## config.mk

```make
export PLATFORM = sky130hd
export DESIGN_NAME = dcache_ctrl
export DESIGN_NICKNAME = d
export VERILOG_FILES = /design/src/rtl/dcache_ctrl.sv
export SDC_FILE = /design/constraint.sdc
export NUM_CORES = 2
export LEC_CHECK = 0
export BUFFER_PORTS_ARGS = -buffer_cell sky130_fd_sc_hd__buf_4
export CORE_MARGIN = 8
export CORE_UTILIZATION = 48
export DETAILED_ROUTE_END_ITERATION = 16
export GPL_TIMING_DRIVEN = 0
export PLACE_DENSITY = 0.68
export SLEW_MARGIN = 0
export SYNTH_ARGS = -nofsm -noshare
export SYNTH_HDL_FRONTEND = slang
export SYNTH_SLANG_ARGS = --single-unit
```

## constraint.sdc

```tcl
create_clock -name clk -period 7.4 [get_ports clk]
set_input_delay 0.74 -clock clk [delete_from_list [all_inputs] [get_ports clk]]
set_output_delay 0.74 -clock clk [all_outputs]
set_load 0.01 [all_outputs]
```

## src/rtl/dcache_ctrl.sv

```systemverilog
// Direct-mapped, write-through, no-write-allocate data cache controller.
// One 32-bit word per line; misses and all stores go to a req/ack memory port.
module dcache_ctrl #(
   parameter int LINES = 64
) (
   input  logic        clk,
   input  logic        rst,
   input  logic [2:0]  rw_flag,
   input  logic [31:0] addr,
   input  logic [31:0] write_data,
   input  logic [3:0]  write_mask,
   output logic [31:0] read_data,
   output logic        busy,
   output logic        done,
   output logic        mem_req,
   output logic        mem_we,
   output logic [31:0] mem_addr,
   output logic [31:0] mem_wdata,
   output logic [3:0]  mem_wmask,
   input  logic [31:0] mem_rdata,
   input  logic        mem_ack
);

   localparam int INDEX_BITS = $clog2(LINES);
   localparam int TAG_W      = 30 - INDEX_BITS;

   localparam logic [2:0] RW_RD = 3'b001;
   localparam logic [2:0] RW_WR = 3'b010;

   typedef enum logic [1:0] {
      S_IDLE,
      S_MEM_RD,
      S_MEM_WR,
      S_DONE
   } state_e;

   state_e state_q, state_d;

   logic [31:0]      read_data_q, read_data_d;
   logic             busy_q, busy_d;
   logic             done_q, done_d;
   logic             mem_req_q, mem_req_d;
   logic             mem_we_q, mem_we_d;
   logic [31:0]      mem_addr_q, mem_addr_d;
   logic [31:0]      mem_wdata_q, mem_wdata_d;
   logic [3:0]       mem_wmask_q, mem_wmask_d;
   logic [LINES-1:0] valid_q, valid_d;

   logic [TAG_W-1:0] tag_mem  [LINES];
   logic [31:0]      data_mem [LINES];

   logic [INDEX_BITS-1:0] idx_in;
   logic [TAG_W-1:0]      tag_in;
   logic                  hit_in;
   logic [INDEX_BITS-1:0] fill_idx;
   logic [TAG_W-1:0]      fill_tag;
   logic [31:0]           upd_word;
   logic                  fill_en;
   logic                  upd_en;
   logic                  unused_addr;

   assign idx_in   = addr[INDEX_BITS+1:2];
   assign tag_in   = addr[31:INDEX_BITS+2];
   assign hit_in   = valid_q[idx_in] && (tag_mem[idx_in] == tag_in);
   // Fills target the address captured when the miss was accepted
   assign fill_idx = mem_addr_q[INDEX_BITS+1:2];
   assign fill_tag = mem_addr_q[31:INDEX_BITS+2];

   assign unused_addr = ^addr[1:0];

   always_comb begin
      upd_word = data_mem[idx_in];
      for (int i = 0; i < 4; i++) begin
         if (write_mask[i]) begin
            upd_word[8*i +: 8] = write_data[8*i +: 8];
         end
      end
   end

   always_comb begin
      state_d     = state_q;
      read_data_d = read_data_q;
      mem_req_d   = mem_req_q;
      mem_we_d    = mem_we_q;
      mem_addr_d  = mem_addr_q;
      mem_wdata_d = mem_wdata_q;
      mem_wmask_d = mem_wmask_q;
      valid_d     = valid_q;
      fill_en     = 1'b0;
      upd_en      = 1'b0;
      unique case (state_q)
         S_IDLE: begin
            if (rw_flag == RW_RD) begin
               if (hit_in) begin
                  read_data_d = data_mem[idx_in];
                  state_d     = S_DONE;
               end else begin
                  mem_req_d  = 1'b1;
                  mem_we_d   = 1'b0;
                  mem_addr_d = {addr[31:2], 2'b00};
                  state_d    = S_MEM_RD;
               end
            end else if (rw_flag == RW_WR) begin
               mem_req_d   = 1'b1;
               mem_we_d    = 1'b1;
               mem_addr_d  = {addr[31:2], 2'b00};
               mem_wdata_d = write_data;
               mem_wmask_d = write_mask;
               upd_en      = hit_in;
               state_d     = S_MEM_WR;
            end
         end
         S_MEM_RD: begin
            if (mem_ack) begin
               fill_en           = 1'b1;
               valid_d[fill_idx] = 1'b1;
               read_data_d       = mem_rdata;
               mem_req_d         = 1'b0;
               state_d           = S_DONE;
            end
         end
         S_MEM_WR: begin
            if (mem_ack) begin
               mem_req_d = 1'b0;
               state_d   = S_DONE;
            end
         end
         S_DONE: begin
            state_d = S_IDLE;
         end
         default: begin
            state_d = S_IDLE;
         end
      endcase
      busy_d = (state_d != S_IDLE);
      done_d = (state_d == S_DONE);
   end

   always_ff @(posedge clk or posedge rst) begin
      if (rst) begin
         state_q     <= S_IDLE;
         read_data_q <= '0;
         busy_q      <= 1'b0;
         done_q      <= 1'b0;
         mem_req_q   <= 1'b0;
         mem_we_q    <= 1'b0;
         mem_addr_q  <= '0;
         mem_wdata_q <= '0;
         mem_wmask_q <= '0;
         valid_q     <= '0;
      end else begin
         state_q     <= state_d;
         read_data_q <= read_data_d;
         busy_q      <= busy_d;
         done_q      <= done_d;
         mem_req_q   <= mem_req_d;
         mem_we_q    <= mem_we_d;
         mem_addr_q  <= mem_addr_d;
         mem_wdata_q <= mem_wdata_d;
         mem_wmask_q <= mem_wmask_d;
         valid_q     <= valid_d;
      end
   end

   // Tag/data arrays need no reset; the valid bits gate every use
   always_ff @(posedge clk) begin
      if (fill_en) begin
         tag_mem[fill_idx]  <= fill_tag;
         data_mem[fill_idx] <= mem_rdata;
      end else if (upd_en) begin
         data_mem[idx_in] <= upd_word;
      end
   end

   assign read_data = read_data_q;
   assign busy      = busy_q;
   assign done      = done_q;
   assign mem_req   = mem_req_q;
   assign mem_we    = mem_we_q;
   assign mem_addr  = mem_addr_q;
   assign mem_wdata = mem_wdata_q;
   assign mem_wmask = mem_wmask_q;

endmodule

```

==> summary.txt <==
Worst path slowest cell: clkbuf_1
vias in the first global route: 76600
Mean Syn Cell Area: 22.2 sq um
most frequent cell on the critical path: clkbuf_1
maximum vdd drop: 0.000206 V
RSZ-0062 raised after global routing: false
num rows: 203
setup violators final: 243
DR vias/cell: 6.70
Period Utilization, post-route: 104%
FF+latch area: 112000 sq um
CP endpoint kind: flop
cell area power density: 297 nW/um^2
fmax: 130 MHz
delay of the slowest critical-path stage: 1160 ps
register area share after synthesis: 75.9%
Fill cells: 22100
core area: 306000 sq um
#FFs+latches synth: 3752
Worst EP arrival: 8320 ps
Top Ports: 210
ys async rst share: 4.48%
WS Path Type: in -> reg
Remaining Overflow, GRT: 0
nets: 7567
failing checks: capacitance limit, slew limit, setup timing
post-synth top area cell: edfxtp_1
largest net degree at the start of global routing: 95
Clock Root Buffer: clkbuf_16
met3 GRT Util: 9.27%
PnR worst setup slack: -298 ps
Tightest Pin Transition: 1580 ps
setup_tns: -28560 ps
H-tree depth: 5
DR iter-0 viols: 14200
Hold Fails Final Rpt: 0
crit path time final: 7700 ps
Final Max Slew Viols: 29
layout cells sized above 1: 32.5%
Max FO, Critical Path: 13
Required @ worst endpoint: 8020 ps
Starting Density: 48.2%
Inserted Clock Buffers: 374
IO buf count: 196
initial antenna violation count: 49
gpl congestion: 0.961
antenna-violating nets left: 0
Die X: 570 um
WL per Instance: 40.1 um
slew margin rel.: -5.44%
Pre-antenna DRT Iters: 6
post-layout util: 56.4%
Post-synth top flop: edfxtp_1
total of max-cap violations: 3
post-synth cell types: 86
worst-skew pair later-pin latency: 970 ps
P&R area growth vs syn: 17.0%
TritonCTS clock tree: done
leakage power: 55.7 nW
via count: 79700
Ys Warns: 0
Cells after Synth: 6636
Die H: 570 um
WHS: 45.7 ps
multi-input logic area: 34500 sq um
die area: 325000 sq um
first-pass GRT wire length: 643 mm
TritonCTS Sinks: 3752
maximum clock insertion buffer count: 4
M1 GR Usage: 39.4%
Critical Path, Cell by Cell: buf_4 > clkbuf_1 > nor2b_1 > clkbuf_1 > nand2_1 > o22ai_1 > nor2_1 > nand3_1 > xor2_1 > or3b_2 > nor4_2 > nand4_1 > buf_2 > o32ai_4 > buf_16 > buf_8
DRC: 0
total track usage: 28.7%
GR peak layer: met2
Total Routed Length: 477 mm
status: finished with violations
Reg clk slew, reported paths: 60 ps
met2 usage: 42.3%
Post-Syn Area: 147000 sq um
HPWL after DPL: 326 mm
worst min path class: in -> reg
Layout Skew: 86.1 ps
Yosys top cell area share: 73.0%
Worst setup SP type: input pin
synth top area cells: edfxtp_1 73%, mux4_2 15%, dfrtp_1 2.9%
number of flops mapped to enable cells by yosys: 3584
-- metal layers --
| layer | up-vias | wire length (um) |
|---|---|---|
| met1 | 42200 | 171000 |
| met4 | 4 | 27200 |
| met5 | - | 27 |
| met2 | 6507 | 210000 |
| met3 | 1222 | 69400 |
| li1 | 29800 | - |
-- path summary, 6_finish.rpt --
check | from | to | cells past startpoint | slack, ps
worst max-delay path | addr[5] | data_mem[16][5] | 16 | -300
worst min-delay path | write_data[24] | mem_wdata[24] | 2 | 50
worst max register to register | tag_mem[27][6] | data_mem[29][9] | 12 | 850
worst min register to register | valid_q[50] | valid_q[50] | 1 | 470
max in group asynchronous | rst | mem_addr[15] | 4 | 5680
min in group asynchronous | rst | mem_wdata[18] | 3 | 420
-- synth_stat cells, types with 47 or more instances --
cell and count:
a22oi_1 74, and3_1 47, buf_2 107, clkbuf_1 155, dfrtp_1 168, edfxtp_1 3584, mux2_2 146, mux2i_1 277
mux4_2 980, nand2_1 150, nand2b_1 58, nand3_1 63, nor2_1 98, nor3_1 60, o22ai_1 88, or2_2 54
-- report_power, final --
part           total [mW]  internal (mW)  switching (mW)  leakage, nW
combinational        6.31           2.18            4.13         15.4
sequential           25.9           25.2           0.744         34.4
clock                19.0           10.7            8.27         5.94
-- worst max-delay path: cells and delay by family --
family	cells	cell delay, ps
compound gates	2	1270
xor+xnor	1	130
buf+inv	6	2380
simple gates	7	3730
-- repair_timing --
item                                     CTS  global route
endpoints found under the setup margin  1391           110
hold buffers                              15             0
buffers inserted                           4             4
endpoints found under the hold margin     88             0
resized for setup                          9             3
pin swaps                                  2             1
-- through the flow --
step | total power, mW | setup slack (ps) | area (sq um) | instances
floorplan | 29.1 | -59.2 | 147000 | 6637
global placement | 31.9 | -7290 | 154000 | 10900
detailed placement | 32.4 | -1440 | 160000 | 11200
CTS | 51.1 | 2.90 | 172000 | 11900
global route | 52.3 | 11.3 | 172000 | 11900
finish | 51.2 | -298 | 172000 | 11900
-- state kept, by name (all words and copies together), names as in the netlist --
register and flops:
mem_req 1, state_q 2, valid_q 64, mem_wdata 32, tag_mem 1536, mem_addr 30, read_data 32, mem_wmask 4
data_mem 2048, done 1, mem_we 1, busy 1
-- layout make-up --
type / count / share of cell area (%)
sequential: 3752 / 64.8
multi-input combinational: 2473 / 20.0
clock buffer: 472 / 5.73
timing repair buffer: 446 / 3.72
tap: 4100 / 2.97
clock inverter: 213 / 1.36
buffer: 375 / 1.27
inverter: 36 / 0.0827
antenna: 30 / 0.0435
-- placed cells by master, fill, tap and decap left out, types with 16 or more instances in the layout --
cell type	synthesis	layout
mux2i_1	277	277
mux4_2	980	980
nand2_1	150	146
mux2_4	0	19
buf_1	32	28
buf_4	33	241
buf_8	6	39
buf_6	24	26
a22oi_1	74	74
or2_2	54	54
clkbuf_16	0	376
nor2_4	0	47
nor3_1	60	59
and3_1	47	47
buf_12	15	147
inv_1	34	16
nand2b_1	58	51
nor2b_1	18	17
bufinv_16	0	34
clkinv_2	0	66
o22ai_1	88	80
a31oi_1	20	20
buf_2	107	110
edfxtp_1	3584	3584
clkinv_1	1	72
nor2_1	98	48
buf_16	0	56
a21oi_1	29	29
dfrtp_1	168	144
clkbuf_1	155	229
nand3_1	63	63
mux2_2	146	138
diode_2	0	30
inv_2	1	18
o21bai_4	0	21
dfrtp_2	0	24
-- kinds of logic after synthesis --
logic type / after synthesis / share of synthesized area (%)
XOR/XNOR: 18 / 0.107
AND/OR/NAND/NOR: 642 / 2.29
flip-flops: 3752 / 75.9
adder cells (fa/ha/maj): 3 / 0.0255
multiplexers: 1427 / 18.3
other: 1 / 0.00254
buffers and inverters: 412 / 1.57
AO/OA/AOI/OAI: 381 / 1.88
(Power assumes the default switching activity.)
